$ cat src/rtl/instr_feeder.sv
// Serial-to-parallel instruction loader: deserializes 9-bit words into an 8-deep FIFO and
// issues them to the CPU on START. Define INSTR_FEEDER_PARITY_EN for 10-bit frames with even parity and PERR.
module instr_feeder (
  input  logic       CLK,
  input  logic       RESET,
  input  logic       SER_IN,
  input  logic       SER_VALID,
  input  logic       START,
  input  logic       HOLD,
  output logic [8:0] INSTRUCTION,
  output logic       write_en,
  output logic       BUSY,
  output logic       DONE,
  output logic       FULL,
  output logic       EMPTY,
  output logic       OVERFLOW,
  output logic [3:0] COUNT
`ifdef INSTR_FEEDER_PARITY_EN
  ,
  output logic       PERR
`endif
);

  localparam logic [1:0] S_IDLE  = 2'd0;
  localparam logic [1:0] S_ISSUE = 2'd1;
  localparam logic [1:0] S_DONE  = 2'd2;

`ifdef INSTR_FEEDER_PARITY_EN
  localparam int         SHIFT_W  = 9;
  localparam logic [3:0] LAST_BIT = 4'd9;
`else
  localparam int         SHIFT_W  = 8;
  localparam logic [3:0] LAST_BIT = 4'd8;
`endif

  logic [SHIFT_W-1:0] shift_reg;
  logic [3:0]         bit_cnt;
  logic               frame_end;
  logic               push_req;
  logic [8:0]         push_word;
  logic               push_ok;
  logic               pop;

  logic [8:0] mem [8];
  logic [2:0] wr_ptr;
  logic [2:0] rd_ptr;
  logic [3:0] count;
  logic [1:0] state;

  assign frame_end = SER_VALID && (bit_cnt == LAST_BIT);

  // The shift register holds all bits but the one arriving on the frame's final edge.
`ifdef INSTR_FEEDER_PARITY_EN
  logic parity_bad;
  assign parity_bad = ^{shift_reg, SER_IN};
  assign push_word  = shift_reg;
  assign push_req   = frame_end && !parity_bad;
`else
  assign push_word  = {shift_reg, SER_IN};
  assign push_req   = frame_end;
`endif

  assign pop     = (state == S_ISSUE) && (count != 4'd0) && !HOLD;
  assign push_ok = push_req && ((count != 4'd8) || pop);

  // NOTE: sequential state uses non-blocking assignments so every register samples pre-edge values.
  always_ff @(posedge CLK or posedge RESET) begin
    if (RESET) begin
      shift_reg <= '0;
      bit_cnt   <= 4'd0;
    end else if (SER_VALID) begin
      shift_reg <= {shift_reg[SHIFT_W-2:0], SER_IN};
      bit_cnt   <= frame_end ? 4'd0 : bit_cnt + 4'd1;
    end
  end

  // NOTE: the storage array has no reset; pointers and count define which entries are valid.
  always_ff @(posedge CLK) begin
    if (push_ok) mem[wr_ptr] <= push_word;
  end

  always_ff @(posedge CLK or posedge RESET) begin
    if (RESET) begin
      wr_ptr   <= 3'd0;
      rd_ptr   <= 3'd0;
      count    <= 4'd0;
      OVERFLOW <= 1'b0;
    end else begin
      if (push_ok) wr_ptr <= wr_ptr + 3'd1;
      if (pop)     rd_ptr <= rd_ptr + 3'd1;
      case ({push_ok, pop})
        2'b10:   count <= count + 4'd1;
        2'b01:   count <= count - 4'd1;
        default: count <= count;
      endcase
      if (push_req && !push_ok) OVERFLOW <= 1'b1;
    end
  end

`ifdef INSTR_FEEDER_PARITY_EN
  always_ff @(posedge CLK or posedge RESET) begin
    if (RESET)                        PERR <= 1'b0;
    else if (frame_end && parity_bad) PERR <= 1'b1;
  end
`endif

  always_ff @(posedge CLK or posedge RESET) begin
    if (RESET) begin
      state       <= S_IDLE;
      INSTRUCTION <= 9'd0;
      write_en    <= 1'b0;
    end else begin
      write_en <= pop;
      if (pop) INSTRUCTION <= mem[rd_ptr];
      case (state)
        S_IDLE:  if (START) state <= S_ISSUE;
        S_ISSUE: if (!pop && (count == 4'd0)) state <= S_DONE;
        S_DONE:  state <= S_IDLE;
        default: state <= S_IDLE;
      endcase
    end
  end

  assign BUSY  = (state == S_ISSUE);
  assign DONE  = (state == S_DONE);
  assign FULL  = (count == 4'd8);
  assign EMPTY = (count == 4'd0);
  assign COUNT = count;

endmodule

$ cat config.mk
export PLATFORM = sky130hd
export DESIGN_NAME = instr_feeder
export DESIGN_NICKNAME = d
export VERILOG_FILES = /design/src/rtl/instr_feeder.sv
export SDC_FILE = /design/constraint.sdc
export NUM_CORES = 1
export LEC_CHECK = 0
export BUFFER_PORTS_ARGS = -buffer_cell sky130_fd_sc_hd__buf_2
export CAP_MARGIN = 20
export CORE_MARGIN = 2
export CORE_UTILIZATION = 55
export CTS_BUF_LIST = sky130_fd_sc_hd__clkbuf_8
export CTS_CLUSTER_SIZE = 16
export DETAILED_ROUTE_END_ITERATION = 12
export PLACE_DENSITY = 0.79
export SKIP_LAST_GASP = 1
export SYNTH_ARGS = -nofsm -noshare
export SYNTH_HDL_FRONTEND = slang
export SYNTH_SLANG_ARGS = --single-unit
$ cat constraint.sdc
create_clock -name CLK -period 3.9 [get_ports CLK]
set_input_delay 0.975 -clock CLK [delete_from_list [all_inputs] [get_ports CLK]]
set_output_delay 0.975 -clock CLK [all_outputs]
set_load 0.1 [all_outputs]
==> results.txt, run 1 <==
----------------------------------------------------
[Outcome]
  Run status ... complete, no violations

[Global routing]
  GR met2 Demand/Resource ... 0.294
  Number of antenna violations at the first check in global routing ... 0
  Residual overflow from global routing ... 0
  Grt met1 use ... 0.269
  Global-route total usage across every layer ... 0.191
  Wire length of the first global-routing pass ... 12.1 mm
  Vias in the first global route ... 2,348
  Pin count of the biggest net entering global routing ... 23
  Grt met3 use ... 0.0419
  Busiest layer in global routing ... met2

[STA]
  Max_slew headroom ... 0.437
  Pin slew with the least headroom to its limit ... 0.844 ns
  Post-route clock skew ... 0.00901 ns
  Fraction of the cycle the final worst path needs ... 0.773
  Unrepaired setup endpoints after global routing ... false
  Final total negative setup slack ... 0 ns
  Final worst path period need ... 3.02 ns
  Finish-stage setup viols ... 0
  Worst-case setup margin in the final layout ... 0.884 ns
  Final-report hold violation count ... 0
  Highest clock rate ... 332 MHz
  Max Slew Vio Count ... 0

[Synthesis]
  Sequential area share after synthesis ... 0.691
  Syn. warnings ... 0
  Synthesized area ... 4400 um2
  Average cell area after synthesis ... 16.8 um2
  Multiplexer area fraction after synthesis ... 0.141
  Count of different cell masters after synthesis ... 43
  Fraction of the mapped netlist area in simple logic gates ... 0.0643
  Post-Synth XOR/XNOR Area ... 0.0159
  Main combinational cell family by area after synthesis ... multiplexers
  Share of the synthesized area in compound gates (AO/OA/AOI/OAI) ... 0.0450
  Adder and majority cell fraction of the synthesized area ... 0.0216
  Seq cells post-synth ... 107
  EDFF count, synth ... 72
  Post-synth ARST share ... 0.327
  Post-synthesis net count ... 275
  Flip-flop cell with the highest count after synthesis ... sky130_fd_sc_hd__edfxtp_1
  Number of instances in the synthesized netlist ... 262

[Route]
  Post-detailed-route via-to-cell ratio ... 5.64
  Number of remaining DRC errors ... 0
  DR iter-0 viols ... 190
  Routed wire length per instance ... 18.6 um
  Post-Route WL ... 7.52 mm
  Length of the first detailed-routing pass in iterations ... 4
  Count of antenna-violating nets left after detailed routing ... 0
  Via count ... 2,278

[Worst setup path]
  Critical path peak fanout ... 8
  Maximum cell stage delay along the critical path ... 0.48 ns
  Number of buffers and inverters on the critical path ... 2
  Startpoint of the most critical setup path ... COUNT[1]$_DFFE_PP0P_
  Register-to-Register Path Depth ... 11
  R2r startpoint ... COUNT[1]$_DFFE_PP0P_
  Crit. End Element ... output pin
  Data arrival time of the critical path ... 2.04 ns
  Kind of cell adding the most delay to the critical path ... buffers and inverters
  Cell-by-cell trace of the critical path ... nor3_4 -> nand2_1 -> inv_1 -> buf_2
  Register-to-register setup slack ... 1.13 ns
  Critical Setup Path Class ... flip-flop to output pin
  Type of origin of the critical path ... flip-flop
  Cell at the slowest stage of the critical path ... sky130_fd_sc_hd__dfrtp_1
  RR Endpoint ... COUNT[3]$_DFFE_PP0P_
  Required time of the critical path ... 2.92 ns

[Die]
  Core Rows ... 32
  I/O Pins ... 25
  Core Region ... 7730 um2
  Die width ... 93.4 um
  Die ar. ... 8730 um2
  Initial cell density of the core ... 0.569
  Vert. Die Dim ... 93.4 um

[CTS]
  Post-CTS Setup Bufs ... 0
  Clock latency reported for the late side of the worst-skew pair ... 0.36 ns
  Total of cells resized after clock tree synthesis ... 0
  Clock Root Buffer ... sky130_fd_sc_hd__clkbuf_8
  H-Tree Depth ... 3
  Cts-stage hold buffer count ... 0
  Clock tree from TritonCTS ... done
  Clock Tree Buf Depth ... 2
  CTS Buf Count ... 9
  Number of sinks handled by clock tree synthesis ... 107
  Clock slew seen by the registers of the worst setup and hold paths ... 0.09 ns

[Layout]
  Final layout net count ... 310
  Number of antenna cells inserted ... 0
  Sequential standard cell area ... 3040 um2
  Post-route cell area ... 4910 um2
  Fill count ... 533
  Most common cell after layout, fill and taps aside ... sky130_fd_sc_hd__edfxtp_1
  Flip-flop count of the largest register, all copies and words added ... 72
  Share of cells above drive strength 1 ... 0.285
  Leading cell types in the layout, fill and taps excluded ... 72 x sky130_fd_sc_hd__edfxtp_1, 35 x sky130_fd_sc_hd__dfrtp_1, 24 x sky130_fd_sc_hd__buf_2
  Area added between synthesis and finish ... 11.6%
  Area of combinational cells with multiple inputs ... 1260 um2

[Placed design]
  Setup slack after placement ... 0.648 ns
  Weighted congestion reported at the end of routability-driven placement ... 0.816
  Post-detail-place hpwl ... 4.94 mm
  Port bufs ... 24
  Area after detailed placement ... 4660 um2

[Pwr]
  Worst vdd rail ir drop ... 0.000408 V
  Pwr Total ... 4.07 mW
  Power per cell area ... 829 nW/um2
  Pleak ... 1.84 nW

[Worst hold path]
  Worst hold-check path type ... flip-flop to flip-flop
  Beginning of the worst hold path ... OVERFLOW$_DFFE_PP0P_
  Depth of the worst hold-timing path ... 1
  Endpoint, Worst Hold ... OVERFLOW$_DFFE_PP0P_

[Job]
  Max Cap Viol ... 0

----------------------------------------------------
==> synth_stat cells, types with 2 or more instances <==
| cell type | number | area [um2] |
|---|---|---|
| sky130_fd_sc_hd__edfxtp_1 | 72 | 2160 |
| sky130_fd_sc_hd__dfrtp_1 | 35 | 876 |
| sky130_fd_sc_hd__nor2_1 | 19 | 71.3 |
| sky130_fd_sc_hd__mux4_2 | 18 | 405 |
| sky130_fd_sc_hd__nand2_1 | 12 | 45.0 |
| sky130_fd_sc_hd__a21oi_1 | 11 | 55.1 |
| sky130_fd_sc_hd__mux2_2 | 11 | 124 |
| sky130_fd_sc_hd__mux2i_1 | 9 | 90.1 |
| sky130_fd_sc_hd__inv_1 | 7 | 26.3 |
| sky130_fd_sc_hd__ha_1 | 6 | 75.1 |
| sky130_fd_sc_hd__nand2b_1 | 5 | 31.3 |
| sky130_fd_sc_hd__o21ai_0 | 5 | 25.0 |
| sky130_fd_sc_hd__buf_2 | 4 | 20.0 |
| sky130_fd_sc_hd__nor3_1 | 4 | 20.0 |
| sky130_fd_sc_hd__xnor2_1 | 4 | 35.0 |
| sky130_fd_sc_hd__xor2_1 | 4 | 35.0 |
| sky130_fd_sc_hd__buf_4 | 3 | 22.5 |
| sky130_fd_sc_hd__nand3_1 | 3 | 15.0 |
| sky130_fd_sc_hd__a211oi_1 | 2 | 15.0 |
| sky130_fd_sc_hd__and2_1 | 2 | 12.5 |
| sky130_fd_sc_hd__buf_1 | 2 | 7.51 |
| sky130_fd_sc_hd__nor2b_1 | 2 | 12.5 |
| sky130_fd_sc_hd__o211ai_1 | 2 | 15.0 |
==> worst max path at each step <==
stage                            to  slack [ns]  cells past startpoint
2_1_floorplan  COUNT[3]$_DFFE_PP0P_        0.41                     11
3_3_place_gp   COUNT[3]$_DFFE_PP0P_        0.81                      9
3_5_place_dp   COUNT[3]$_DFFE_PP0P_        0.65                      9
4_1_cts                       EMPTY        0.87                      4
5_1_grt                       EMPTY        0.78                      4
6_report                      EMPTY        0.88                      4
==> per-layer routing <==
layer	wire, um	up-vias
li1	-	1061
met1	3290	1157
met2	3770	51
met3	340	9
met4	110	0
met5	0	-
==> report_power, final <==
| part | leakage, nW | switching [mW] | total, mW | internal, mW |
|---|---|---|---|---|
| Clock | 0.125 | 0.350 | 0.790 | 0.440 |
| Combinational | 0.650 | 1.09 | 1.60 | 0.514 |
| Sequential | 1.06 | 0.249 | 1.68 | 1.43 |
| Total | 1.84 | 1.69 | 4.07 | 2.38 |
==> logic make-up (layout without fill, tap and decap cells) <==
family                   Yosys count  after routing
AO/OA/AOI/OAI                     28             28
AND/OR/NAND/NOR                   55             55
XOR/XNOR                           8              8
flip-flops                       107            107
multiplexers                      38             38
buffers and inverters             19             59
adder cells (fa/ha/maj)            7              7
==> through the flow <==
step | utilization | cells | hold WS, ns
2_1_floorplan | - | 262 | 0.454
5_1_grt | 0.635 | 404 | 0.513
4_1_cts | 0.635 | 404 | 0.475
3_3_place_gp | 0.603 | 388 | 0.456
6_report | 0.635 | 404 | 0.472
3_5_place_dp | 0.603 | 388 | 0.453
==> final cells by class <==
cell class	count	area share
clock buffer	10	0.0281
clock inverter	6	0.0214
inverter	8	0.00612
multi-input combinational	136	0.258
sequential	107	0.619
tap	102	0.0260
timing repair buffer	35	0.0413
Note: power is estimated with default switching activity, not from simulation.
==> run 2: changes to the inputs <==
--- a/config.mk
+++ b/config.mk
@@ -5,6 +5,7 @@
 export SDC_FILE = /design/constraint.sdc
 export NUM_CORES = 1
 export LEC_CHECK = 0
+export ABC_AREA = 1
 export BUFFER_PORTS_ARGS = -buffer_cell sky130_fd_sc_hd__buf_2
 export CAP_MARGIN = 20
 export CORE_MARGIN = 2
==> constraint.sdc (replaced) <==
create_clock -name CLK -period 3 [get_ports CLK]
set_input_delay 0.75 -clock CLK [delete_from_list [all_inputs] [get_ports CLK]]
set_output_delay 0.75 -clock CLK [all_outputs]
set_load 0.1 [all_outputs]
==> run 2 against run 1 <==
Effect of this change:
- cell count up 29%
- flip-flop and latch count unchanged
- critical endpoint is now COUNT[3]$_DFFE_PP0P_
- die area up 0.22%
- highest routed layer unchanged
- worst setup slack worse by 0.25 ns
- utilization down 0.74 points
- design area down 1.2%
- sequential share of layout area up 0.74 points
==> results.txt, run 2 <==
----------------------------------------------------
[STA]
  Max Slew Vio Count ... 0 (unchanged)
  Pin slew with the least headroom to its limit ... 0.589 ns (was 0.844 ns)
  Post-route clock skew ... 0.0129 ns (was 0.00901 ns)
  Final total negative setup slack ... 0 ns (unchanged)
  Max_slew headroom ... 0.606 (was 0.437)
  Final worst path period need ... 2.36 ns
  Unrepaired setup endpoints after global routing ... false (unchanged)
  Highest clock rate ... 423 MHz
  Final-report hold violation count ... 0 (unchanged)
  Fraction of the cycle the final worst path needs ... 0.788
  Finish-stage setup viols ... 0 (unchanged)

[Placed design]
  Weighted congestion reported at the end of routability-driven placement ... 0.789 (was 0.816)
  Port bufs ... 24 (unchanged)
  Post-detail-place hpwl ... 5.79 mm (was 4.94 mm)

[Layout]
  Number of antenna cells inserted ... 0 (unchanged)
  Final layout net count ... 426 (was 310)
  Flip-flop count of the largest register, all copies and words added ... 72 (unchanged)
  Area added between synthesis and finish ... 9.99% (was 11.6%)
  Leading cell types in the layout, fill and taps excluded ... 72 x sky130_fd_sc_hd__nand2_1, 72 x sky130_fd_sc_hd__edfxtp_1, 62 x sky130_fd_sc_hd__nor2_1 (was 72 x sky130_fd_sc_hd__edfxtp_1, 35 x sky130_fd_sc_hd__dfrtp_1, 24 x sky130_fd_sc_hd__buf_2)
  Share of cells above drive strength 1 ... 0.153 (was 0.285)

[Synthesis]
  Area leader, netlist ... sky130_fd_sc_hd__edfxtp_1 (unchanged)
  EDFF count, synth ... 72 (unchanged)
  List of most frequent post-synthesis cells ... 72 x sky130_fd_sc_hd__edfxtp_1, 72 x sky130_fd_sc_hd__nand2_1, 62 x sky130_fd_sc_hd__nor2_1, 38 x sky130_fd_sc_hd__o21ai_0, 35 x sky130_fd_sc_hd__dfrtp_1 (was 72 x sky130_fd_sc_hd__edfxtp_1, 35 x sky130_fd_sc_hd__dfrtp_1, 19 x sky130_fd_sc_hd__nor2_1, 18 x sky130_fd_sc_hd__mux4_2, 12 x sky130_fd_sc_hd__nand2_1)
  Flip-flop cell with the highest count after synthesis ... sky130_fd_sc_hd__edfxtp_1 (unchanged)
  Top-area cell type share of the netlist area ... 0.490 (was 0.492)
  Post-synth ARST share ... 0.327 (unchanged)
  Synth area leaders ... sky130_fd_sc_hd__edfxtp_1 49%, sky130_fd_sc_hd__dfrtp_1 20%, sky130_fd_sc_hd__nand2_1 6.1% (was sky130_fd_sc_hd__edfxtp_1 49%, sky130_fd_sc_hd__dfrtp_1 20%, sky130_fd_sc_hd__mux4_2 9.2%)
  Synthesized area ... 4410 um2 (was 4400 um2)
  Average cell area after synthesis ... 11.4 um2 (was 16.8 um2)
  Seq cells post-synth ... 107 (unchanged)
  Syn. warnings ... 0 (unchanged)
  Number of instances in the synthesized netlist ... 386 (was 262)
  Sequential area share after synthesis ... 0.689 (was 0.691)
  Count of different cell masters after synthesis ... 29 (was 43)
  Post-synthesis net count ... 399 (was 275)

[Route]
  DR iter-0 viols ... 210 (was 190)
  Post-Route WL ... 8.60 mm (was 7.52 mm)
  Number of remaining DRC errors ... 0 (unchanged)
  Post-detailed-route via-to-cell ratio ... 5.48 (was 5.64)
  Via count ... 2,848 (was 2,278)
  Length of the first detailed-routing pass in iterations ... 5 (was 4)
  Routed wire length per instance ... 16.5 um (was 18.6 um)
  Count of antenna-violating nets left after detailed routing ... 0 (unchanged)

[CTS]
  Total of cells resized after clock tree synthesis ... 0 (unchanged)
  Clock latency reported for the late side of the worst-skew pair ... 0.36 ns (about the same)
  Post-CTS Setup Bufs ... 0 (unchanged)
  H-Tree Depth ... 3 (unchanged)
  CTS Buf Count ... 9 (unchanged)
  Clock tree from TritonCTS ... done (unchanged)
  Number of sinks handled by clock tree synthesis ... 107 (unchanged)
  Clock slew seen by the registers of the worst setup and hold paths ... 0.11 ns (was 0.09 ns)
  Clock Root Buffer ... sky130_fd_sc_hd__clkbuf_8 (unchanged)
  Cts-stage hold buffer count ... 0 (unchanged)
  Clock Tree Buf Depth ... 2 (unchanged)

[Worst setup path]
  Cell-by-cell trace of the critical path ... nor2_4 -> nand3_4 -> inv_2 -> nand2_1 -> inv_1 -> ha_1 -> a21oi_1 -> nand3_1 -> nand2_1 -> nand2_1 -> nand2_1 -> nand2_1 (was nor3_4 -> nand2_1 -> inv_1 -> buf_2)
  Type of origin of the critical path ... flip-flop (unchanged)
  Crit. End Element ... flip-flop (was output pin)
  Maximum cell stage delay along the critical path ... 0.45 ns (was 0.48 ns)
  Required time of the critical path ... 3.26 ns (was 2.92 ns)
  Critical path peak fanout ... 15 (was 8)
  RR Endpoint ... COUNT[3]$_DFFE_PP0P_ (unchanged)
  Number of buffers and inverters on the critical path ... 2 (unchanged)
  Register-to-Register Path Depth ... 12 (was 11)
  Register-to-register setup slack ... 0.64 ns (was 1.13 ns)
  Data arrival time of the critical path ... 2.63 ns (was 2.04 ns)
  Critical Setup Path Class ... flip-flop to flip-flop (was flip-flop to output pin)
  Cell at the slowest stage of the critical path ... sky130_fd_sc_hd__dfrtp_1 (unchanged)
  R2r startpoint ... state[1]$_DFFE_PP0P_ (was COUNT[1]$_DFFE_PP0P_)
  Cell repeated most along the worst path ... sky130_fd_sc_hd__nand2_1
  Kind of cell adding the most delay to the critical path ... simple AND/OR/NAND/NOR gates (was buffers and inverters)

[Die]
  Die width ... 93.5 um (was 93.4 um)
  Die ar. ... 8750 um2 (was 8730 um2)
  Vert. Die Dim ... 93.5 um (was 93.4 um)
  Core Region ... 7730 um2 (unchanged)
  I/O Pins ... 25 (unchanged)
  Core Rows ... 32 (unchanged)
  Initial cell density of the core ... 0.570 (was 0.569)

[Pwr]
  Share of power burned in registers ... 0.393 (was 0.412)
  Fraction of power spent switching nets ... 0.481 (was 0.415)
  Share of power burned in combinational logic ... 0.445 (was 0.394)
  Power per cell area ... 1080 nW/um2 (was 829 nW/um2)
  Pwr Total ... 5.24 mW (was 4.07 mW)
  Pleak ... 1.97 nW (was 1.84 nW)
  Switch Pwr ... 2.52 mW (was 1.69 mW)
  Worst vdd rail ir drop ... 0.000571 V (was 0.000408 V)
  Internal power ... 2.72 mW (was 2.38 mW)
  Portion of total power attributed to the clock network ... 0.162 (was 0.194)

[Global routing]
  Pin count of the biggest net entering global routing ... 39 (was 23)
  Number of antenna violations at the first check in global routing ... 0 (unchanged)
  Residual overflow from global routing ... 0 (unchanged)
  Global-route total usage across every layer ... 0.214 (was 0.191)
  Wire length of the first global-routing pass ... 13.9 mm (was 12.1 mm)
  Vias in the first global route ... 2,751 (was 2,348)

[Job]
  Max Cap Viol ... 0 (unchanged)

[Outcome]
  Run status ... complete, no violations (unchanged)

[Worst hold path]
  Worst hold-check path type ... primary input to asynchronous set/reset pin (was flip-flop to flip-flop)

----------------------------------------------------
[run 2: cell types whose count changed in the layout (fill, tap and decap cells not counted), moves of 11 or more]
cell	before	now
sky130_fd_sc_hd__mux4_2	18	0
sky130_fd_sc_hd__nand2_1	12	72
sky130_fd_sc_hd__o211ai_1	2	18
sky130_fd_sc_hd__mux2_2	11	0
sky130_fd_sc_hd__nand3_1	3	19
sky130_fd_sc_hd__o21ai_0	5	38
sky130_fd_sc_hd__nor2_1	19	62
[run 2: area by class of cell]
cell class | count | area [um2]
Clock buffer | 11 | 151
Clock inverter | 5 | 43.8
Fill cell | 600 | 2880
Inverter | 23 | 86.3
Multi-Input combinational cell | 241 | 1210
Sequential cell | 107 | 3040
Tap cell | 102 | 128
Timing Repair Buffer | 31 | 193
[run 2: worst register-to-register path, stage by stage, from the launching register on]
cell,delay [ns]
sky130_fd_sc_hd__dfrtp_1,0.45
sky130_fd_sc_hd__nor2_4,0.17
sky130_fd_sc_hd__nand3_4,0.22
sky130_fd_sc_hd__inv_2,0.28
sky130_fd_sc_hd__nand2_1,0.19
sky130_fd_sc_hd__inv_1,0.11
sky130_fd_sc_hd__ha_1,0.26
sky130_fd_sc_hd__a21oi_1,0.21
sky130_fd_sc_hd__nand3_1,0.11
sky130_fd_sc_hd__nand2_1,0.10
sky130_fd_sc_hd__nand2_1,0.05
sky130_fd_sc_hd__nand2_1,0.05
sky130_fd_sc_hd__nand2_1,0.05
[run 2: cell families after synthesis]
| logic type | synth area share |
|---|---|
| compound gates | 0.0823 |
| xor+xnor | 0.00596 |
| fa+ha+maj | 0.0216 |
| buf+inv | 0.0366 |
| flops | 0.689 |
| simple gates | 0.164 |
[run 2: power groups by stage]
stage               registers (mW)  clock network (mW)  logic [mW]
global route                  2.09               0.912        2.54
CTS                           2.11               0.854        2.24
detailed placement            2.14                   0        2.24
floorplan                     2.70                   0        1.24
finish                        2.06               0.849        2.33
global placement              2.12                   0        2.17
[run 2: worst max path at each step]
| stage | endpoint | slack (ns) | start | cells after the start |
|---|---|---|---|---|
| 2_1_floorplan | mem[7][0]$_DFFE_PP_ | 0.11 | COUNT[2]$_DFFE_PP0P_ | 8 |
| 3_3_place_gp | COUNT[3]$_DFFE_PP0P_ | 0.45 | HOLD | 13 |
| 3_5_place_dp | COUNT[3]$_DFFE_PP0P_ | 0.32 | HOLD | 13 |
| 4_1_cts | COUNT[3]$_DFFE_PP0P_ | 0.64 | state[1]$_DFFE_PP0P_ | 12 |
| 5_1_grt | COUNT[3]$_DFFE_PP0P_ | 0.44 | COUNT[2]$_DFFE_PP0P_ | 13 |
| 6_report | COUNT[3]$_DFFE_PP0P_ | 0.64 | state[1]$_DFFE_PP0P_ | 12 |
[run 2: metal layers]
layer  up-vias  GRT usage  wire length, um
met4         0     0.0674              108
met2        74      0.363             4380
met5         -          0                0
met3        11     0.0290              407
met1      1389      0.287             3710
li1       1374          -                -
[run 2: through the flow]
stage / hold WS (ns) / cell area, um2 / setup slack, ns / utilization / instances
2_1_floorplan: 0.483 / 4410 / 0.108 / - / 386
6_report: 0.421 / 4850 / 0.636 / 0.627 / 520
3_5_place_dp: 0.461 / 4630 / 0.324 / 0.599 / 503
5_1_grt: 0.466 / 4850 / 0.440 / 0.627 / 520
3_3_place_gp: 0.460 / 4630 / 0.452 / 0.599 / 503
4_1_cts: 0.436 / 4820 / 0.636 / 0.624 / 519
